`config.mk`:
```
export PLATFORM = sky130hd
export DESIGN_NAME = store_buffer_flat
export DESIGN_NICKNAME = d
export VERILOG_FILES = /design/src/rtl/store_buffer_if.sv /design/src/rtl/store_buffer.sv /design/src/flat_wrapper.sv
export SDC_FILE = /design/constraint.sdc
export NUM_CORES = 1
export LEC_CHECK = 0
export ABC_AREA = 1
export BUFFER_PORTS_ARGS = -buffer_cell sky130_fd_sc_hd__buf_2
export CORE_MARGIN = 8
export CORE_UTILIZATION = 63
export CTS_CLUSTER_DIAMETER = 60
export DETAILED_ROUTE_END_ITERATION = 16
export GPL_ROUTABILITY_DRIVEN = 0
export GPL_TIMING_DRIVEN = 0
export HOLD_SLACK_MARGIN = 0.15
export PLACE_DENSITY = 0.86
export SYNTH_ARGS = -nofsm -noshare
export SYNTH_HDL_FRONTEND = slang
export SYNTH_SLANG_ARGS = --single-unit
```
`constraint.sdc`:
```
create_clock -name clk -period 12.95 [get_ports clk]
set_clock_uncertainty 0.1 [all_clocks]
set_input_delay 1.9425 -clock clk [delete_from_list [all_inputs] [get_ports clk]]
set_output_delay 1.9425 -clock clk [all_outputs]
set_load 0.005 [all_outputs]
```
`src/rtl/store_buffer_if.sv`:
```
// Store-buffer bus: MEM-stage store/load requests in, memory write port and
// back-pressure out. The parameter must match the DEPTH of the attached buffer.
interface store_buffer_if #(
    parameter int DEPTH = 4
);
    localparam int CNT_W = $clog2(DEPTH) + 1;

    logic [1:0]       memwriteM;
    logic [31:0]      aluoutM;
    logic [31:0]      writedataM;
    logic             memreadM;
    logic [31:0]      loadadrM;
    logic             mem_ready;
    logic             stall;
    logic             hazard;
    logic             mem_we;
    logic [31:0]      mem_addr;
    logic [31:0]      mem_wdata;
    logic [3:0]       mem_be;
    logic [CNT_W-1:0] count;

    modport master (
        output memwriteM, aluoutM, writedataM, memreadM, loadadrM, mem_ready,
        input  stall, hazard, mem_we, mem_addr, mem_wdata, mem_be, count
    );

    modport slave (
        input  memwriteM, aluoutM, writedataM, memreadM, loadadrM, mem_ready,
        output stall, hazard, mem_we, mem_addr, mem_wdata, mem_be, count
    );
endinterface

```
`src/rtl/store_buffer.sv`:
```
// In-order store buffer: queues MEM-stage stores in a circular FIFO, drains the
// head to data memory and flags loads that overlap a pending store word.
module store_buffer #(
    parameter int DEPTH = 4
) (
    input  logic           clk,
    input  logic           reset,
    store_buffer_if.slave  bus
);
    localparam int PTR_W = (DEPTH > 1) ? $clog2(DEPTH) : 1;
    localparam int CNT_W = $clog2(DEPTH) + 1;
    localparam logic [CNT_W-1:0] FULL_CNT = CNT_W'(DEPTH);

    // Entry payload is not reset; validity is tracked by vld_q/count_q only.
    logic [29:0]      addr_q  [DEPTH];
    logic [31:0]      wdata_q [DEPTH];
    logic [3:0]       be_q    [DEPTH];

    logic [DEPTH-1:0] vld_q, vld_d;
    logic [PTR_W-1:0] head_q, head_d;
    logic [PTR_W-1:0] tail_q, tail_d;
    logic [CNT_W-1:0] count_q, count_d;

    logic [29:0]      ent_addr_d;
    logic [31:0]      ent_wdata_d;
    logic [3:0]       ent_be_d;
    logic             store_req, full, mem_we, push, pop, hit;
    logic             unused_bits;

    assign unused_bits = ^bus.loadadrM[1:0];

    always_comb begin
        ent_addr_d  = bus.aluoutM[31:2];
        ent_wdata_d = '0;
        ent_be_d    = '0;
        case (bus.memwriteM)
            2'b01: begin
                ent_be_d    = 4'b1111;
                ent_wdata_d = bus.writedataM;
            end
            2'b10: begin
                ent_be_d    = bus.aluoutM[1] ? 4'b1100 : 4'b0011;
                ent_wdata_d = {2{bus.writedataM[15:0]}};
            end
            2'b11: begin
                ent_be_d    = 4'b0001 << bus.aluoutM[1:0];
                ent_wdata_d = {4{bus.writedataM[7:0]}};
            end
            default: ;
        endcase
    end

    always_comb begin
        store_req = bus.memwriteM != 2'b00;
        full      = count_q == FULL_CNT;
        mem_we    = count_q != '0;
        pop       = mem_we && bus.mem_ready;
        push      = store_req && (!full || pop);

        vld_d   = vld_q;
        head_d  = head_q;
        tail_d  = tail_q;
        count_d = count_q;
        // Clear before set: when full, push and pop hit the same slot.
        if (pop) begin
            vld_d[head_q] = 1'b0;
            head_d        = head_q + PTR_W'(1);
        end
        if (push) begin
            vld_d[tail_q] = 1'b1;
            tail_d        = tail_q + PTR_W'(1);
        end
        case ({push, pop})
            2'b10:   count_d = count_q + CNT_W'(1);
            2'b01:   count_d = count_q - CNT_W'(1);
            default: ;
        endcase
    end

    // Entries being popped this cycle still count as overlapping.
    always_comb begin
        hit = 1'b0;
        for (int i = 0; i < DEPTH; i++) begin
            if (vld_q[i] && (addr_q[i] == bus.loadadrM[31:2])) hit = 1'b1;
        end
    end

    assign bus.mem_we    = mem_we;
    assign bus.mem_addr  = mem_we ? {addr_q[head_q], 2'b00} : '0;
    assign bus.mem_wdata = mem_we ? wdata_q[head_q] : '0;
    assign bus.mem_be    = mem_we ? be_q[head_q] : '0;
    assign bus.stall     = store_req && full && !pop;
    assign bus.hazard    = bus.memreadM && hit;
    assign bus.count     = count_q;

    always_ff @(posedge clk or negedge reset) begin
        if (!reset) begin
            vld_q   <= '0;
            head_q  <= '0;
            tail_q  <= '0;
            count_q <= '0;
        end else begin
            vld_q   <= vld_d;
            head_q  <= head_d;
            tail_q  <= tail_d;
            count_q <= count_d;
        end
    end

    always_ff @(posedge clk) begin
        if (push) begin
            addr_q[tail_q]  <= ent_addr_d;
            wdata_q[tail_q] <= ent_wdata_d;
            be_q[tail_q]    <= ent_be_d;
        end
    end
endmodule
```
`src/flat_wrapper.sv`:
```
// flat-port wrapper written by rule: the top's interface ports become plain ports
module store_buffer_flat 
#(
    parameter int DEPTH = 4
)
  (clk, reset, bus_memwriteM, bus_aluoutM, bus_writedataM, bus_memreadM, bus_loadadrM, bus_mem_ready, bus_stall, bus_hazard, bus_mem_we, bus_mem_addr, bus_mem_wdata, bus_mem_be, bus_count);
  store_buffer_if #(.DEPTH(DEPTH)) bus_i ();
  input  logic clk;
  input  logic reset;
  input wire logic [$bits(bus_i.memwriteM)-1:0] bus_memwriteM;
  input wire logic [$bits(bus_i.aluoutM)-1:0] bus_aluoutM;
  input wire logic [$bits(bus_i.writedataM)-1:0] bus_writedataM;
  input wire logic [$bits(bus_i.memreadM)-1:0] bus_memreadM;
  input wire logic [$bits(bus_i.loadadrM)-1:0] bus_loadadrM;
  input wire logic [$bits(bus_i.mem_ready)-1:0] bus_mem_ready;
  output wire logic [$bits(bus_i.stall)-1:0] bus_stall;
  output wire logic [$bits(bus_i.hazard)-1:0] bus_hazard;
  output wire logic [$bits(bus_i.mem_we)-1:0] bus_mem_we;
  output wire logic [$bits(bus_i.mem_addr)-1:0] bus_mem_addr;
  output wire logic [$bits(bus_i.mem_wdata)-1:0] bus_mem_wdata;
  output wire logic [$bits(bus_i.mem_be)-1:0] bus_mem_be;
  output wire logic [$bits(bus_i.count)-1:0] bus_count;
  assign bus_i.memwriteM = bus_memwriteM;
  assign bus_i.aluoutM = bus_aluoutM;
  assign bus_i.writedataM = bus_writedataM;
  assign bus_i.memreadM = bus_memreadM;
  assign bus_i.loadadrM = bus_loadadrM;
  assign bus_i.mem_ready = bus_mem_ready;
  assign bus_stall = bus_i.stall;
  assign bus_hazard = bus_i.hazard;
  assign bus_mem_we = bus_i.mem_we;
  assign bus_mem_addr = bus_i.mem_addr;
  assign bus_mem_wdata = bus_i.mem_wdata;
  assign bus_mem_be = bus_i.mem_be;
  assign bus_count = bus_i.count;
  store_buffer #(.DEPTH(DEPTH)) u_core (.clk(clk), .reset(reset), .bus(bus_i));
endmodule
```
==> run_results.csv, run 1 <==
group,metric,value,unit
floorplanning,ios,176,
floorplanning,die-area,26090,µm²
critical_path,critPathArrivalTime,3.27,ns
critical_path,r2r-start,"u_core.bus.count[1]",
route,dr.pass1.iters,5,
cells_and_area,area_delta_synth_final,17.30,%
grt,overflow,0,
hold_path,hold_path_depth,1,
place,dp_slack,7.704,ns
yosys,synth_compound_area_share,11.14,%
route,wl_per_cell,21.25,µm
critical_path,startpoint,"bus_loadadrM[18]",
grt,grt_pass1_vias,10990,
critical_path,reg2reg_depth,7,
critical_path,crit_family,"simple AND/OR/NAND/NOR gates",
floorplanning,coreArea,20890,µm²
critical_path,crit_type,"input pin to primary output",
sta,finalHoldViolations,0,
cells_and_area,fin_util,74.91,%
critical_path,crit_chain,"clkbuf_1 -> xnor2_1 -> nand2_1 -> nor2_1 -> nand2_1 -> nor2_1 -> nand2_1 -> nand2_1 -> nor2_1 -> nor2_1 -> buf_2",
sta,finalSetupViolations,0,
yosys,seq_area_frac_synth,61.49,%
yosys,synth-adder-area-share,0.9004,%
sta,max_freq,0.1883,GHz
yosys,yosys.area_share.simple,15.89,%
critical_path,critPathBufInv,2,
yosys,synth_top_family_by_area,"simple AND/OR/NAND/NOR gates",
outcome,status,"complete, no violations",
cts,root_buffer,"clkbuf_16",
cts,ctsHtreeMaxLevel,1,
floorplanning,rows,53,
sta,relSlewSlack,48.52,%
floorplanning,die_w,161.5,µm
cells_and_area,design_area,15650,µm²
yosys,ys_warn_count,0,
grt,grt_pass1_wl,60530,µm
sta,fin_ws,7.639,ns
critical_path,cp.depth,11,
cts,cts_max_path_buffers,3,
route,postRouteAntennaNets,0,
sta,slew_violations,0,
route,vias,11210,
place,dpl-instance-area,14730,µm²
grt,grt_max_degree,29,
sta,fin_tns_setup,0,ns
flow_run,drv_cap,0,
cells_and_area,layout.cells.non_filler,1902,
critical_path,critPathRequiredTime,10.91,ns
sta,fin_crit,5.311,ns
hold_path,worstHoldPathType,"flip-flop to flip-flop",
route,avgViaCountPerCell,5.892,
yosys,netlist_instances,1398,
place,placement.io_buffers,164,
critical_path,start_kind,"input pin",
grt,antenna_found_initial,4,
place,dpl.cell_count,1847,
floorplanning,die_h,161.5,µm
sta,post-route-period-util,41.01,%
place,dp_hpwl,28340,µm
cts,cts_resized,0,
cts,cts_num_sinks,275,
cells_and_area,multi_input_area,4210,µm²
cells_and_area,fillers,1351,
grt,grtUsageTotal,30.29,%
route,drc,0,
power_and_ir_drop,p_leak,6.545,nW
sta,tightest_slew,0.7704,ns
cells_and_area,seqCellArea,8203,µm²
yosys,ys_types,31,
yosys,syn-cell-area,13340,µm²
cts,cts_hold_buffers,0,
cts,cts_tree,"yes",
critical_path,slowest_stage,"xnor2_1",
yosys,synth_xor_xnor_area_share,3.348,%
critical_path,r2r_setup_slack,10.46,ns
critical_path,critPathMaxStageDelay,0.35,ns
power_and_ir_drop,power-per-cell-area,236.0,nW/µm²
cts,numCtsBuffers,29,
power_and_ir_drop,peakVddDrop,0.0001359,V
critical_path,r2r_end,"u_core.wdata_q[3][19]",
cts,postCtsSetupBuffers,0,
sta,rsz0062_at_grt,"false",
cells_and_area,drive_gt1_share,16.05,%
critical_path,worst-path-max-fanout,5,
critical_path,critPathCapture,"bus_hazard",
cts,path_clk_slew,0.06,ns
yosys,synthMuxAreaShare,0,%
yosys,avgSynthCellArea,9.542,µm²
route,routed_wl,40410,µm
cts,clkLatencyLatePin,0.56,ns
floorplanning,start_util,63.86,%
critical_path,endpoint_kind,"primary output",
yosys,ys_ff_latch,275,
route,dr.first_iter.drc_count,1637,
cells_and_area,nets,1714,
layout by cell type (no fill, tap or decap), drive strengths merged, types with 17 or more instances in the layout:
cell,netlist,final
inv,173,174
edfxtp,264,264
o21ai,154,154
xnor2,43,43
a21oi,108,108
nor2,229,229
buf,31,204
nand2,290,290
clkbuf,31,63
clkinv,1,17
final cells by class:
type / instances / area share (%)
Clock inverter: 22 / 1.111
Timing Repair Buffer: 173 / 6.493
Antenna cell: 1 / 0.01599
Buffer: 62 / 1.959
Clock buffer: 32 / 4.710
Sequential cell: 275 / 52.42
Inverter: 174 / 4.182
Tap cell: 275 / 2.199
Multi-Input combinational cell: 888 / 26.91
sequential cells by signal, summed over array words and instances (netlist names):
signal            cells
u_core.be_q          16
u_core.head_q         2
u_core.addr_q       120
u_core.vld_q          4
u_core.tail_q         2
u_core.bus.count      3
u_core.wdata_q      128
worst reg2reg max path: stages (launching register included):
cell	delay, ns
dfrtp_1	0.45
nor2_4	0.07
a31oi_4	0.20
inv_1	0.25
nor2_4	0.47
buf_16	0.24
buf_16	0.19
buf_12	0.21
synthesized netlist by cell type (all sizes together):
master	number	area share (%)
a21boi	4	0.23
a21oi	108	4.1
a31oi	1	0.16
buf	31	1.4
clkbuf	31	0.87
clkinv	1	0.037
conb	1	0.028
dfrtp	11	2.1
edfxtp	264	59
fa	1	0.15
ha	8	0.75
inv	173	4.9
nand2	290	8.3
nand3	12	0.45
nand4	10	0.47
nor2	229	6.5
o211ai	16	0.90
o21ai	154	5.8
or2	2	0.094
xnor2	43	2.8
xor2	8	0.53
per-layer routing:
| metal | wire, µm | track usage [%] | vias to the layer above |
|---|---|---|---|
| met5 | 37 | 0 | - |
| met4 | 1841 | 13.89 | 6 |
| met3 | 4847 | 6.439 | 157 |
| met2 | 19960 | 52.64 | 870 |
| met1 | 13720 | 35.52 | 5154 |
| li1 | - | - | 5020 |
worst min path at each step:
stage                                 from  slack [ns]                to
after CTS                 u_core.tail_q[0]        0.44  u_core.tail_q[0]
after global routing       u_core.vld_q[0]        0.47   u_core.vld_q[0]
final                     u_core.tail_q[0]        0.45  u_core.tail_q[0]
after global placement     u_core.vld_q[0]        0.41   u_core.vld_q[0]
after detailed placement  u_core.tail_q[0]        0.43  u_core.tail_q[0]
after floorplan            u_core.vld_q[0]        0.35   u_core.vld_q[0]
per-stage QoR:
stage	power, W	hold WS (ns)
2_1_floorplan	0.002192	0.3468
3_3_place_gp	0.002784	0.4111
3_5_place_dp	0.002856	0.4263
4_1_cts	0.003660	0.4432
5_1_grt	0.003855	0.4705
6_report	0.003693	0.4468
power breakdown:
| part | internal, W | total, W | switching [W] |
|---|---|---|---|
| combinational | 0.000503 | 0.00152 | 0.00102 |
| sequential | 0.00127 | 0.00138 | 0.000107 |
| clock | 0.000451 | 0.000796 | 0.000345 |
| total | 0.00223 | 0.00369 | 0.00147 |
logic make-up after synthesis:
group / after synthesis
AND/OR/NAND/NOR: 543
XOR/XNOR: 51
other: 1
AO/OA/AOI/OAI: 283
adder cells (fa/ha/maj): 9
flip-flops: 275
buffers and inverters: 236
Power figures use the tool's default switching activity.
==> run 2: changes to the inputs <==
Settings changed: ABC_AREA 1 to 0, CORE_UTILIZATION 63 to 58, PLACE_DENSITY 0.86 to 0.81.
Clock period 12.95 ns to 5.2 ns, I/O delays scaled along.
==> run 2 against run 1 <==
Against the previous run:
- critical endpoint unchanged
- critical path type is now flip-flop to primary output
- hold slack got worse by 0.099 ns
- via count is 35% lower
- die area rose by 2.2%
- final cell count fell by 33%
- worst setup slack got worse by 5.8 ns
- design area decreased by 6.3%
- register-to-register slack lost 7.8 ns
==> run_results.csv, run 2 <==
group,metric,value,unit
cells_and_area,reg_top3,"u_core.wdata_q x128, u_core.addr_q x120, u_core.be_q x16",
cts,path_clk_slew,0.06,ns
yosys,yosysTopAreaCell,"edfxtp_1",
sta,max_freq,0.2997,GHz
cells_and_area,fin_util,68.03,%
grt,antenna_found_initial,2,
sta,rsz0062_at_grt,"false",
floorplanning,start_util,58.39,%
place,dp_hpwl,20840,µm
cells_and_area,mostFrequentLayoutCell,"edfxtp_1",
sta,slew_violations,0,
cts,cts_num_sinks,275,
cells_and_area,nets,1073,
yosys,synthMuxAreaShare,11.81,%
cells_and_area,layout.cells.non_filler,1265,
cts,cts_tree,"yes",
yosys,synth_xor_xnor_area_share,8.559,%
power_and_ir_drop,power,0.008348,W
floorplanning,coreArea,21550,µm²
sta,post-route-period-util,64.16,%
yosys,ys_types,36,
sta,finalSetupViolations,0,
floorplanning,ios,176,
power_and_ir_drop,peakVddDrop,0.0003968,V
grt,grt_pass1_wl,43930,µm
yosys,synth-adder-area-share,0.9544,%
sta,fin_tns_setup,0,ns
critical_path,r2r_setup_slack,2.70,ns
cells_and_area,largest_reg_flops,128,
route,routed_wl,29430,µm
yosys,ys_ff_latch,275,
yosys,seq_area_frac_synth,65.18,%
place,dpl.cell_count,1211,
grt,overflow,0,
route,dr.first_iter.drc_count,588,
yosys,avgSynthCellArea,16.28,µm²
flow_run,drv_cap,0,
yosys,netlist_instances,773,
grt,grtUsageTotal,21.83,%
floorplanning,die-area,26670,µm²
sta,tightest_slew,0.6499,ns
route,vias,7317,
cts,numCtsBuffers,28,
yosys,synth-edff-count,264,
cts,root_buffer,"clkbuf_16",
critical_path,critPathArrivalTime,2.46,ns
yosys,syn-cell-area,12590,µm²
power_and_ir_drop,power-per-cell-area,569.4,nW/µm²
yosys,synth_top_cell_area_share,62.99,%
cts,ctsHtreeMaxLevel,1,
grt,grt_max_degree,40,
route,wl_per_cell,23.26,µm
route,avgViaCountPerCell,5.784,
power_and_ir_drop,p_leak,5.259,nW
hold_path,worstHoldPathType,"input pin to flip-flop",
yosys,yosys-top-cells-count,"edfxtp_1 (264), xnor2_1 (79), and2_1 (71)",
route,dr.pass1.iters,6,
cts,clkLatencyLatePin,0.54,ns
yosys,ys_warn_count,0,
critical_path,start_kind,"flip-flop",
route,postRouteAntennaNets,0,
sta,finalHoldViolations,0,
cells_and_area,top_register,"u_core.wdata_q",
sta,relSlewSlack,56.68,%
place,placement.io_buffers,153,
critical_path,critPathRequiredTime,4.32,ns
yosys,synth.most_common_cell,"edfxtp_1",
critical_path,crit_type,"flip-flop to primary output",
floorplanning,die_h,163.3,µm
route,drc,0,
critical_path,worst-path-max-fanout,2,
cells_and_area,drive_gt1_share,28.99,%
yosys,synth_top_family_by_area,"multiplexers",
cells_and_area,area_delta_synth_final,16.50,%
yosys,synth_compound_area_share,2.833,%
cts,cts_max_path_buffers,3,
yosys,synth_ff_type,"edfxtp_1",
yosys,yosys.area_share.simple,7.615,%
sta,fin_crit,3.336,ns
critical_path,endpoint_kind,"primary output",
floorplanning,die_w,163.3,µm
yosys,netlist_top_cells_area,"edfxtp_1 (63%), mux4_2 (12%), xnor2_1 (5.5%), and2_1 (3.5%), xor2_1 (3.1%)",
grt,grt_pass1_vias,7674,
yosys,async_reset_ff_share,4.000,%
cells_and_area,mostFrequentLayoutCells,"edfxtp_1 (264), buf_2 (165), xnor2_1 (79)",
outcome,status,"complete, no violations",
floorplanning,rows,54,
[run 2: layer usage]
layer  GRT usage [%]  vias to the layer above  share of wire, %
met5               0                        -              0.11
met3           4.309                       50               8.7
li1                -                     3278                 -
met2           37.51                      354                50
met1           27.75                     3631                38
met4           6.380                        4               2.4
[run 2: final timing paths]
| check | from | end | depth (start not counted) |
|---|---|---|---|
| min reg2reg | u_core.vld_q[2] | u_core.vld_q[2] | 1 |
| max | u_core.addr_q[3][27] | bus_hazard | 6 |
| min in group asynchronous | reset | u_core.tail_q[0] | 2 |
| min | bus_aluoutM[27] | u_core.addr_q[2][25] | 1 |
| max in group asynchronous | reset | u_core.head_q[1] | 2 |
| max reg2reg | u_core.bus.count[0] | u_core.bus.count[1] | 8 |
[run 2: logic make-up (layout without fill, tap and decap cells)]
group / after synthesis / count (layout)
mux: 66 / 66
xor+xnor: 123 / 123
flops: 275 / 275
compound gates: 55 / 55
other cells: 1 / 4
fa+ha+maj: 9 / 9
buf+inv: 76 / 285
simple gates: 168 / 168
[run 2: power by group]
| group | internal (W) | switching (W) | total, W |
|---|---|---|---|
| clock | 0.00101 | 0.000813 | 0.00182 |
| sequential | 0.00317 | 0.000259 | 0.00343 |
| combinational | 0.00152 | 0.00158 | 0.00310 |
[run 2: layout make-up]
cell class                 instances  area (µm²)
antenna                            2       5.005
buffer                            52       290.3
clock buffer                      34       744.5
clock inverter                    17       77.57
fill                            1475        6890
inverter                          24       90.09
multi-input combinational        423        4016
sequential                       275        8203
tap                              280       350.3
timing repair buffer             158       885.9
[run 2: timing repair]
item | in CTS | in global routing
hold buffers | 1 | 0
setup buffers | 0 | 0
hold endpoints to repair | 11 | 0
resized for setup | 0 | 0
[run 2: through the flow]
step | setup slack, ns | area [µm²] | hold slack, ns
2_1_floorplan | 1.799 | 12590 | 0.3494
3_3_place_gp | 0.2951 | 13710 | 0.3679
3_5_place_dp | 1.915 | 13830 | 0.3784
4_1_cts | 1.798 | 14660 | 0.3296
5_1_grt | 1.648 | 14660 | 0.3344
6_report | 1.864 | 14660 | 0.3477
[run 2: critical path, stage by stage, from the launching register on]
cell      delay [ns]
edfxtp_1        0.41
xnor2_1         0.31
nand4_1         0.21
nor4_1          0.36
nand4_1         0.14
a41oi_1         0.31
buf_2           0.18
